<file path="config.mk">
export PLATFORM = sky130hd
export DESIGN_NAME = agdc_multi_ctrl
export DESIGN_NICKNAME = d
export VERILOG_FILES = /design/src/rtl/agdc_pkg.sv /design/src/rtl/agdc_door_fsm.sv /design/src/rtl/agdc_multi_ctrl.sv
export SDC_FILE = /design/constraint.sdc
export NUM_CORES = 1
export LEC_CHECK = 0
export ABC_CLOCK_PERIOD_IN_PS = 2800
export BUFFER_PORTS_ARGS = -buffer_cell sky130_fd_sc_hd__buf_4
export CAP_MARGIN = 25
export CORE_MARGIN = 1.5
export CORE_UTILIZATION = 32
export DETAILED_ROUTE_END_ITERATION = 8
export GPL_ROUTABILITY_DRIVEN = 0
export PLACE_DENSITY = 0.49
export SLEW_MARGIN = 20
export SYNTH_ARGS = -nofsm -noshare
export SYNTH_HDL_FRONTEND = slang
export SYNTH_SLANG_ARGS = --single-unit
</file>
<file path="constraint.sdc">
create_clock -name CLK -period 2.8 [get_ports CLK]
set_input_delay 0.56 -clock CLK [delete_from_list [all_inputs] [get_ports CLK]]
set_output_delay 0.56 -clock CLK [all_outputs]
set_load 0.02 [all_outputs]
</file>
<file path="src/rtl/agdc_pkg.sv">
// Shared types for the multi-door garage door controller.
// Holds the per-door state encoding and the Moore output decode.
package agdc_pkg;

    typedef enum logic [1:0] {
        IDLE  = 2'b00,
        MV_UP = 2'b01,
        MV_DN = 2'b10,
        FAULT = 2'b11
    } agdc_state_e;

    // Returns {up_m, dn_m, fault} for a state.
    function automatic logic [2:0] agdc_outs(agdc_state_e s);
        logic [2:0] o;
        o = 3'b000;
        unique case (s)
            MV_UP: o = 3'b100;
            MV_DN: o = 3'b010;
            FAULT: o = 3'b001;
            IDLE:  o = 3'b000;
        endcase
        return o;
    endfunction

endpackage

</file>
<file path="src/rtl/agdc_door_fsm.sv">
// One door: Moore FSM with auto-reverse, travel watchdog, latched fault.
// Ports: clk, rst_n (async low), limit/activate/obst/clr_fault in;
//        up_m, dn_m, fault out (registered state decode only).
module agdc_door_fsm
    import agdc_pkg::*;
#(
    parameter int TIMEOUT_W   = 8,
    parameter int TIMEOUT_CYC = 200
) (
    input  logic clk,
    input  logic rst_n,
    input  logic activate,
    input  logic up_max,
    input  logic dn_max,
    input  logic obst,
    input  logic clr_fault,
    output logic up_m,
    output logic dn_m,
    output logic fault
);

    localparam logic [TIMEOUT_W-1:0] TMO_LAST =
        TIMEOUT_W'(TIMEOUT_CYC - 1);

    agdc_state_e          state;
    agdc_state_e          state_nx;
    logic [TIMEOUT_W-1:0] cnt;
    logic                 both;
    logic                 tmo;
    logic                 moving;

    assign both   = up_max & dn_max;
    assign tmo    = (cnt == TMO_LAST);
    assign moving = (state == MV_UP) || (state == MV_DN);

    always_ff @(posedge clk or negedge rst_n) begin
        if (!rst_n) begin
            state <= IDLE;
            cnt   <= '0;
        end else begin
            state <= state_nx;
            // Any transition (incl. auto-reverse) restarts the count.
            if (state_nx != state || !moving)
                cnt <= '0;
            else
                cnt <= cnt + 1'b1;
        end
    end

    always_comb begin
        state_nx = state;
        unique case (state)
            IDLE: begin
                if (both)
                    state_nx = FAULT;
                else if (activate && up_max)
                    state_nx = obst ? IDLE : MV_DN;
                else if (activate)
                    state_nx = MV_UP;
            end
            MV_UP: begin
                if (both)
                    state_nx = FAULT;
                else if (up_max)
                    state_nx = IDLE;
                else if (tmo)
                    state_nx = FAULT;
            end
            MV_DN: begin
                if (both)
                    state_nx = FAULT;
                else if (dn_max)
                    state_nx = IDLE;
                else if (obst)
                    state_nx = MV_UP;
                else if (tmo)
                    state_nx = FAULT;
            end
            FAULT: begin
                if (clr_fault && !both)
                    state_nx = IDLE;
            end
        endcase
    end

    assign {up_m, dn_m, fault} = agdc_outs(state);

endmodule

</file>
<file path="src/rtl/agdc_multi_ctrl.sv">
// N independent garage door channels, one agdc_door_fsm per door.
// Ports: CLK, RST (async low), per-door bit buses in and out.
module agdc_multi_ctrl
    import agdc_pkg::*;
#(
    parameter int N_DOORS     = 2,
    parameter int TIMEOUT_W   = 8,
    parameter int TIMEOUT_CYC = 200
) (
    input  logic               CLK,
    input  logic               RST,
    input  logic [N_DOORS-1:0] Activate,
    input  logic [N_DOORS-1:0] UP_Max,
    input  logic [N_DOORS-1:0] DN_Max,
    input  logic [N_DOORS-1:0] Obst,
    input  logic [N_DOORS-1:0] Clr_Fault,
    output logic [N_DOORS-1:0] UP_M,
    output logic [N_DOORS-1:0] DN_M,
    output logic [N_DOORS-1:0] Fault
);

    for (genvar i = 0; i < N_DOORS; i++) begin : g_door
        agdc_door_fsm #(
            .TIMEOUT_W   (TIMEOUT_W),
            .TIMEOUT_CYC (TIMEOUT_CYC)
        ) u_door (
            .clk       (CLK),
            .rst_n     (RST),
            .activate  (Activate[i]),
            .up_max    (UP_Max[i]),
            .dn_max    (DN_Max[i]),
            .obst      (Obst[i]),
            .clr_fault (Clr_Fault[i]),
            .up_m      (UP_M[i]),
            .dn_m      (DN_M[i]),
            .fault     (Fault[i])
        );
    end

endmodule

</file>
==> impl_metrics.yaml, run 1 <==
logic_synthesis:
  synth_cell_types: 54
  synth_area_per_cell_sq_um: 9.53
  synth_area_sq_um: 1640
  ys_async_sr_fraction_pct: 100
  synth_area_leaders: "dfrtp_1 (31%), ha_1 (7.6%), nor4_1 (5.7%), xor2_1 (4.8%), nand3_1 (3.1%)"
  synth_top_area_cell: "dfrtp_1"
  synth_edf_count: 0
  synth_cells: 172
  yosysSeqAreaShare_pct: 30.5
  synth_common_cells: "dfrtp_1 (20), nor4_1 (15), inv_1 (11)"
  syn_nets: 194
  synth_flop_cell: "dfrtp_1"
  ys_warn_count: 0
  yosys.area.top_type_share_pct: 30.5
  yosysMostFrequentCell: "dfrtp_1"
  ys_seq_elements: 20
die:
  die_y_um: 74.6
  row_count: 25
  start_util_pct: 34.0
  core_sq_um: 4820
  fp.dieArea_sq_um: 5560
  die_w_um: 74.6
  io_pins: 18
clock_network:
  root_buffer: "clkbuf_8"
  cts.clk_slew.worst_paths_ns: 0.07
  cts_tree: "built"
  cts_resized: 0
  postCtsSetupRepairBufs: 0
  ctsHoldBuffers: 0
  numCtsBuffers: 3
  cts.sinks: 20
  cts_max_level: 1
  clk_latency_ns: 0.25
  cts_buffer_depth: 2
worst_setup_path:
  required_ns: 2.95
  start_kind: "flip-flop"
  worstPathCellList: "inv_1 -> ha_1 -> or2b_1 -> o311ai_2 -> o221a_4 -> o221ai_4 -> nor4_1"
  arrival_ns: 2.53
  slowest_stage: "dfrtp_1"
  cp-end-kind: "flip-flop"
  path_class: "flip-flop to flip-flop"
  crit_path_max_fanout: 9
  crit_family: "compound AO/OA/AOI/OAI gates"
  crit_path_max_incr_delay_ns: 0.51
  path_buf_inv: 1
global_route:
  grt_pass1_wl_mm: 6.51
  grt_max_degree: 21
  antenna_found_initial: 0
  grt_usage_pct: 15.0
  grt_pass1_vias: 1399
  grt.overflow.total: 0
layout:
  fin_cells: 253
  final_net_count: 209
  layout-drive-gt1-share_pct: 19.9
  num_antenna_cells: 0
  fin_util_pct: 38.6
  area_growth_pct: 13.5
  design_area_sq_um: 1860
detailed_routing:
  drt_iter0_markers: 63
  dr.pass1.iters: 4
  via_per_inst: 5.49
  drc_errors: 0
  route.final.wire_length_mm: 3.65
  wl_per_cell_um: 14.4
  ant_nets: 0
  detailroute.via_count: 1390
placed_design:
  place_area_sq_um: 1810
  dp.cells: 249
  dp_slack_ns: 0.418
  port_buffers: 17
  dp_hpwl_mm: 2.78
pwr:
  leakage_nw: 0.779
  irDropWorstVdd_v: 0.000505
  finalPower_mw: 1.61
  p_per_area_nw_per_um2: 867
sta:
  setup_tns_ns: 0
  final.period_utilization_pct: 84.7
  finalHoldViolCount: 0
  maxSlewHeadroom_pct: 57.0
  maxSlewViolCount: 0
  worstMarginPinSlew_ns: 0.642
  setup_viol: 0
  period_needed_ns: 2.37
  skew_ns: 0.00188
  max_freq_mhz: 422
  post-route-worst-setup-slack_ns: 0.428
  rsz0062_at_grt: "false"
  whs_ns: 0.169
status:
  status: "finished, final reports clean"
flow_run:
  drv_cap: 0
hold_path:
  hold_path_class: "input pin to async pin"
[logic make-up (layout without fill, tap and decap cells)]
kind of cell / after synthesis / after routing / share of synthesized area, %
DFF: 20 / 20 / 30.5
xor gates and xnor gates: 12 / 12 / 6.41
adders and majority gates: 10 / 10 / 7.63
buffers and inverters: 19 / 33 / 5.73
AOI/OAI and AO/OA: 46 / 46 / 24.0
and+or+nand+nor: 65 / 65 / 25.7
[cells in the final DEF (no fill, tap or decap), types with 3 or more instances in the layout]
master,instances
a21o_1,3
a21oi_1,5
and3_1,3
buf_4,18
clkbuf_8,4
dfrtp_1,20
ha_1,10
inv_1,11
nand2_1,4
nand2b_1,7
nand3_1,10
nor2_1,3
nor2b_1,4
nor4_1,15
o211ai_1,3
o21ai_0,9
xnor2_1,3
xor2_1,9
[state kept, by name, summed over array words and instances, names as in the netlist]
| register | count |
|---|---|
| g_door.u_door.cnt | 16 |
| g_door.u_door.state | 4 |
[area by class of cell]
class                           count  area [sq um]
Sequential cell                    20           500
Multi-Input combinational cell    133          1040
Fill cell                         518          2960
Tap cell                           67          83.8
Clock buffer                        4          55.1
Inverter                           11          41.3
Timing Repair Buffer               18           135
[worst paths after layout]
check | end | slack [ns] | startpoint | cells after the start
min in group CLK | g_door[1].u_door.cnt[0]$_DFF_PN0_ | 0.52 | g_door[1].u_door.cnt[0]$_DFF_PN0_ | 1
min reg2reg | g_door[1].u_door.cnt[0]$_DFF_PN0_ | 0.52 | g_door[1].u_door.cnt[0]$_DFF_PN0_ | 1
max reg2reg | g_door[1].u_door.cnt[7]$_DFF_PN0_ | 0.43 | g_door[1].u_door.state[0]$_DFF_PN0_ | 7
max | g_door[1].u_door.cnt[7]$_DFF_PN0_ | 0.43 | g_door[1].u_door.state[0]$_DFF_PN0_ | 7
max in group asynchronous | g_door[1].u_door.cnt[0]$_DFF_PN0_ | 2.42 | RST | 1
min | g_door[0].u_door.cnt[1]$_DFF_PN0_ | 0.17 | RST | 1
[power breakdown]
group / internal (mW) / switching [mW]
clock network: 0.125 / 0.0934
registers: 0.337 / 0.0750
logic: 0.388 / 0.594
total: 0.850 / 0.763
[layer usage]
layer | global-route usage (%) | wire length [um]
met1 | 19.6 | 1630
met2 | 25.0 | 1810
met3 | 1.22 | 131
met4 | 7.47 | 69
met5 | 0 | 0
No activity file was read; power rests on OpenSTA's default activity.
==> inputs of run 2 (changes only) <==
--- a/config.mk
+++ b/config.mk
@@ -5,7 +5,8 @@
 export SDC_FILE = /design/constraint.sdc
 export NUM_CORES = 1
 export LEC_CHECK = 0
-export ABC_CLOCK_PERIOD_IN_PS = 2800
+export ABC_AREA = 1
+export ABC_CLOCK_PERIOD_IN_PS = 2450
 export BUFFER_PORTS_ARGS = -buffer_cell sky130_fd_sc_hd__buf_4
 export CAP_MARGIN = 25
 export CORE_MARGIN = 1.5
==> constraint.sdc (replaced) <==
create_clock -name CLK -period 2.45 [get_ports CLK]
set_input_delay 0.49 -clock CLK [delete_from_list [all_inputs] [get_ports CLK]]
set_output_delay 0.49 -clock CLK [all_outputs]
set_load 0.02 [all_outputs]
==> impl_metrics.yaml, run 2 <==
global_route:
  antenna_found_initial: 0
  grt_max_degree: 21
  grt_pass1_wl_mm: 4.71
  grt_pass1_vias: 1133
  grt.overflow.total: 0
  grt_usage_pct: 11.3
sta:
  post-route-worst-setup-slack_ns: 0.504
  skew_ns: 0.000650
  worstMarginPinSlew_ns: 0.393
  maxSlewViolCount: 0
  final.period_utilization_pct: 79.4
  setup_viol: 0
  finalHoldViolCount: 0
  maxSlewHeadroom_pct: 73.6
  period_needed_ns: 1.95
  setup_tns_ns: 0
  rsz0062_at_grt: "false"
  max_freq_mhz: 514
worst_setup_path:
  reg2reg_slack_ns: 0.50
  cp-end-kind: "flip-flop"
  start_kind: "flip-flop"
  reg2reg_from: "g_door[1].u_door.state[1]$_DFF_PN0_"
  r2r-end: "g_door[1].u_door.cnt[2]$_DFF_PN0_"
  path_class: "flip-flop to flip-flop"
  required_ns: 2.59
  r2r_cells: 10
  arrival_ns: 2.09
  crit_path_max_fanout: 8
layout:
  final_cell_mix: "nand2_1 (41), dfrtp_1 (20), inv_1 (19), nor2_2 (19), buf_4 (17)"
  layout-drive-gt1-share_pct: 31.1
  area_growth_pct: 13.0
  fillers: 442
  multiInputGateArea_sq_um: 827
  final_net_count: 220
  top_register: "g_door.u_door.cnt"
  seq_area_sq_um: 500
  largest_register_ffs: 16
  final_common_cell: "nand2_1"
  largestRegisters: "g_door.u_door.cnt: 16 flops, g_door.u_door.state: 4 flops"
  num_antenna_cells: 0
die:
  core_sq_um: 4380
  row_count: 24
  die_w_um: 70.5
  die_y_um: 70.5
  start_util_pct: 33.3
  io_pins: 18
  fp.dieArea_sq_um: 4970
clock_network:
  postCtsSetupRepairBufs: 0
  cts_resized: 0
  numCtsBuffers: 3
  cts.clk_slew.worst_paths_ns: 0.07
  cts_tree: "built"
  root_buffer: "clkbuf_8"
  cts.sinks: 20
  cts_max_level: 1
  cts_buffer_depth: 2
  clk_latency_ns: 0.25
  ctsHoldBuffers: 0
detailed_routing:
  detailroute.via_count: 1169
  route.final.wire_length_mm: 2.67
  drt_iter0_markers: 59
  drc_errors: 0
  wl_per_cell_um: 10.8
  dr.pass1.iters: 4
  ant_nets: 0
  via_per_inst: 4.71
placed_design:
  dp_slack_ns: 0.550
  dp_hpwl_mm: 2.13
  port_buffers: 17
status:
  status: "finished, final reports clean"
logic_synthesis:
  synth_top_area_cell: "dfrtp_1"
  synth_top_family_by_area: "simple AND/OR/NAND/NOR gates"
  ys_warn_count: 0
  synth_area_sq_um: 1460
  synth_area_leaders: "dfrtp_1 (34%), nand2_1 (11%), ha_1 (8.6%), nor2_2 (8.1%), inv_1 (4.9%)"
  synth_simple_gate_area_share_pct: 35.3
  yosys.area_share.adder_pct: 8.58
  yosysSeqAreaShare_pct: 34.3
  yosys.area.top_type_share_pct: 34.3
  synth_edf_count: 0
  yosysMostFrequentCell: "nand2_1"
  synth_compound_area_share_pct: 8.58
  ys_seq_elements: 20
  synth_common_cells: "nand2_1 (41), dfrtp_1 (20), inv_1 (19), nor2_2 (19), nand3_1 (14)"
  synth_flop_cell: "dfrtp_1"
  muxShareOfSynthArea_pct: 0
  syn_nets: 204
  synth_cells: 182
  ys_async_sr_fraction_pct: 100
  synth_area_per_cell_sq_um: 8.02
  synth_cell_types: 25
  synthXorXnorAreaFrac_pct: 4.20
pwr:
  p_per_area_nw_per_um2: 939
  irDropWorstVdd_v: 0.000446
  leakage_nw: 0.774
flow_run:
  drv_cap: 0
hold_path:
  hold_path_class: "input pin to async pin"
-- run 2: cell count changes after synthesis, moves of 7 or more --
| cell | previous run | this run |
|---|---|---|
| nor2_2 | 0 | 19 |
| inv_1 | 11 | 19 |
| nor4_1 | 15 | 0 |
| nand2_2 | 0 | 9 |
| o21ai_0 | 9 | 1 |
| nand2b_1 | 7 | 0 |
| nand2_1 | 4 | 41 |
-- run 2: logic make-up after synthesis --
| family | Yosys count |
|---|---|
| AOI/OAI and AO/OA | 17 |
| xor gates and xnor gates | 7 |
| adders and majority gates | 10 |
| buffers and inverters | 29 |
| DFF | 20 |
| and+or+nand+nor | 99 |
-- run 2: worst max-delay path by stage --
stage / startpoint / slack [ns] / depth (start not counted) / endpoint
after floorplan: g_door[0].u_door.state[1]$_DFF_PN0_ / 0.80 / 10 / g_door[0].u_door.cnt[2]$_DFF_PN0_
after global placement: g_door[1].u_door.state[1]$_DFF_PN0_ / 0.57 / 10 / g_door[1].u_door.cnt[0]$_DFF_PN0_
after detailed placement: g_door[1].u_door.state[1]$_DFF_PN0_ / 0.55 / 10 / g_door[1].u_door.cnt[0]$_DFF_PN0_
after CTS: g_door[1].u_door.state[1]$_DFF_PN0_ / 0.54 / 10 / g_door[1].u_door.cnt[0]$_DFF_PN0_
after global routing: g_door[1].u_door.state[1]$_DFF_PN0_ / 0.39 / 10 / g_door[1].u_door.cnt[5]$_DFF_PN0_
final: g_door[1].u_door.state[1]$_DFF_PN0_ / 0.50 / 10 / g_door[1].u_door.cnt[2]$_DFF_PN0_
-- run 2: final cells by class --
class / instances / area share, %
repair buffers: 17 / 7.74
clock buffers: 3 / 2.51
multi-input cells: 133 / 50.2
inverters: 23 / 5.24
flip-flops and latches: 20 / 30.4
well taps: 52 / 3.95
-- run 2: worst max-delay path, stage by stage, from the launching register on --
cell and delay, ns:
dfrtp_1 0.43, inv_1 0.20, ha_1 0.20, a21boi_0 0.36, nand2_1 0.11, nand3_1 0.10
nand2_1 0.08, nand2_1 0.06, nand2_1 0.08, nand3_4 0.17, nor2_2 0.04
-- run 2: metrics by stage --
step                      total power, mW  instances  instance area, sq um  utilization [%]  hold slack [ns]
after floorplan                      1.19        182                  1460                -            0.194
after global routing                 1.68        248                  1650             37.6            0.124
after CTS                            1.57        248                  1650             37.6            0.116
after detailed placement             1.36        245                  1610             36.6            0.386
after global placement               1.34        245                  1610             36.6            0.381
final                                1.55        248                  1650             37.6            0.107
-- run 2: power breakdown --
group / switching, mW / leakage (nW) / internal, mW / total [mW]
registers: 0.0569 / 0.271 / 0.377 / 0.434
logic: 0.583 / 0.482 / 0.327 / 0.910
clock network: 0.0951 / 0.0216 / 0.109 / 0.204
-- run 2: routing by layer --
metal / vias to the layer above / GRT usage (%) / routed length, um / part of all wire [%]
met5: - / 0 / 0 / 0
met4: 0 / 5.34 / 44 / 1.6
met3: 4 / 1.15 / 88 / 3.3
met2: 28 / 19.3 / 1250 / 47
met1: 534 / 14.4 / 1290 / 48
li1: 603 / - / - / -
==> inputs of run 3 (changes only) <==
--- a/config.mk
+++ b/config.mk
@@ -6,7 +6,7 @@
 export NUM_CORES = 1
 export LEC_CHECK = 0
 export ABC_AREA = 1
-export ABC_CLOCK_PERIOD_IN_PS = 2450
+export ABC_CLOCK_PERIOD_IN_PS = 1900
 export BUFFER_PORTS_ARGS = -buffer_cell sky130_fd_sc_hd__buf_4
 export CAP_MARGIN = 25
 export CORE_MARGIN = 1.5
==> constraint.sdc (replaced) <==
create_clock -name CLK -period 1.9 [get_ports CLK]
set_input_delay 0.38 -clock CLK [delete_from_list [all_inputs] [get_ports CLK]]
set_output_delay 0.38 -clock CLK [all_outputs]
set_load 0.02 [all_outputs]
==> impl_metrics.yaml, run 3 (same netlist as run 2, synthesis figures left out) <==
layout:
  final_common_cell: "nand2_1"
  final_cell_mix: "nand2_1 (38), buf_4 (24), dfrtp_1 (18), nor2_2 (17), inv_1 (16)"
  fillers: 451
  area_growth_pct: 21.5
  largest_register_ffs: 16
  layout-drive-gt1-share_pct: 41.0
  design_area_sq_um: 1770
  num_antenna_cells: 0
  top_register: "g_door.u_door.cnt"
  final_net_count: 228
  largestRegisters: "g_door.u_door.cnt: 16 flops, g_door.u_door.state: 4 flops"
clock_network:
  cts.clk_slew.worst_paths_ns: 0.07
  cts.sinks: 20
  cts_tree: "built"
  cts_max_level: 1
  clk_latency_ns: 0.25
  numCtsBuffers: 3
  cts_buffer_depth: 2
  root_buffer: "clkbuf_8"
global_route:
  grt_pass1_vias: 1132
  grt_usage_pct: 12.0
  grt_max_degree: 21
  antenna_found_initial: 0
  grt_pass1_wl_mm: 4.85
  grt.overflow.total: 0
sta:
  skew_ns: 0.00201
  setup_viol: 0
  maxSlewHeadroom_pct: 78.7
  worstMarginPinSlew_ns: 0.320
  maxSlewViolCount: 0
  setup_tns_ns: 0
  rsz0062_at_grt: "false"
  max_freq_mhz: 575
  period_needed_ns: 1.74
  whs_ns: 0.540
  final.period_utilization_pct: 91.6
  finalHoldViolCount: 0
placed_design:
  port_buffers: 17
  dp_hpwl_mm: 2.19
  place_area_sq_um: 1640
worst_setup_path:
  crit_path_max_fanout: 8
  arrival_ns: 1.93
  slowest_stage: "dfrtp_1"
  cp-end-kind: "flip-flop"
  path_common_cell: "nand2_2"
  start_kind: "flip-flop"
  path_class: "flip-flop to flip-flop"
  required_ns: 2.09
  crit_path_max_incr_delay_ns: 0.39
  worstPathCellList: "buf_4 -> ha_1 -> a21boi_2 -> a21oi_2 -> nand2_2 -> nand2_2 -> nand2_1 -> nand2_2 -> nand3_4 -> nor2_4"
detailed_routing:
  route.final.wire_length_mm: 2.83
  drc_errors: 0
  dr.pass1.iters: 4
  via_per_inst: 4.65
  detailroute.via_count: 1194
  drt_iter0_markers: 37
  ant_nets: 0
  wl_per_cell_um: 11.0
die:
  die_w_um: 70.5
  start_util_pct: 33.3
  fp.dieArea_sq_um: 4970
  io_pins: 18
  die_y_um: 70.5
  row_count: 24
  core_sq_um: 4380
flow_run:
  drv_cap: 0
pwr:
  finalPower_mw: 2.20
  p_per_area_nw_per_um2: 1240
  irDropWorstVdd_v: 0.000509
  leakage_nw: 0.831
hold_path:
  hold_path_class: "input pin to async pin"
status:
  status: "finished, final reports clean"
run 3: changes by cell type in the layout (fill, tap and decap cells not counted), sizes merged:
cell and delta:
buf +7, dlygate4sd3 +1, clkbuf +1
run 3: final cells by class:
cell class	instances	area, sq um	share of cell area, %
Multi-Input combinational cell	133	873	49.3
Sequential cell	20	503	28.4
Timing Repair Buffer	25	190	10.7
Inverter	23	86.3	4.87
Tap cell	52	65.1	3.67
Clock buffer	4	55.1	3.11
run 3: where the power goes:
| group | internal (mW) | switching (mW) |
|---|---|---|
| Combinational | 0.517 | 0.822 |
| Clock | 0.184 | 0.134 |
| Sequential | 0.491 | 0.0549 |
| Total | 1.19 | 1.01 |
run 3: what timing repair did:
item | 4_1_cts | 5_1_grt
endpoints found under the hold margin | 20 | 0
endpoints found under the setup margin | 0 | 16
buffers inserted | 0 | 3
hold buffers | 1 | 0
gates resized for setup | 0 | 22
run 3: final timing paths:
| path | startpoint | end | slack [ns] | cells after the start |
|---|---|---|---|---|
| setup / recovery | g_door[1].u_door.state[0]$_DFF_PN0_ | g_door[1].u_door.cnt[3]$_DFF_PN0_ | 0.16 | 10 |
| hold / removal | RST | g_door[1].u_door.cnt[3]$_DFF_PN0_ | 0.54 | 2 |
| setup reg to reg | g_door[1].u_door.state[0]$_DFF_PN0_ | g_door[1].u_door.cnt[3]$_DFF_PN0_ | 0.16 | 10 |
| hold reg to reg | g_door[1].u_door.cnt[0]$_DFF_PN0_ | g_door[1].u_door.cnt[0]$_DFF_PN0_ | 0.55 | 2 |
| max in group asynchronous | RST | g_door[0].u_door.state[0]$_DFF_PN0_ | 1.13 | 2 |
| min in group CLK | Activate[0] | g_door[0].u_door.state[0]$_DFF_PN0_ | 0.54 | 5 |
run 3: layer usage:
layer / routed length (um) / track usage [%] / vias to the layer above
met5: 0 / 0 / -
met4: 31 / 4.91 / 0
met3: 108 / 2.31 / 4
met2: 1410 / 19.8 / 25
met1: 1270 / 15.4 / 540
li1: - / - / 625
run 3: worst max-delay path: cells and delay by family (launching register included):
family	cells	cell delay, ns
flops	1	0.39
compound gates	2	0.32
fa+ha+maj	1	0.20
buf+inv	1	0.15
simple gates	6	0.61
run 3: per-stage QoR:
stage	setup WS (ns)	utilization (%)	instances
3_3_place_gp	0.127	37.3	249
5_1_grt	0.000923	40.4	257
3_5_place_dp	0.0285	37.3	249
6_report	0.160	40.4	257
2_1_floorplan	0.250	-	182
4_1_cts	0.0125	38.8	254
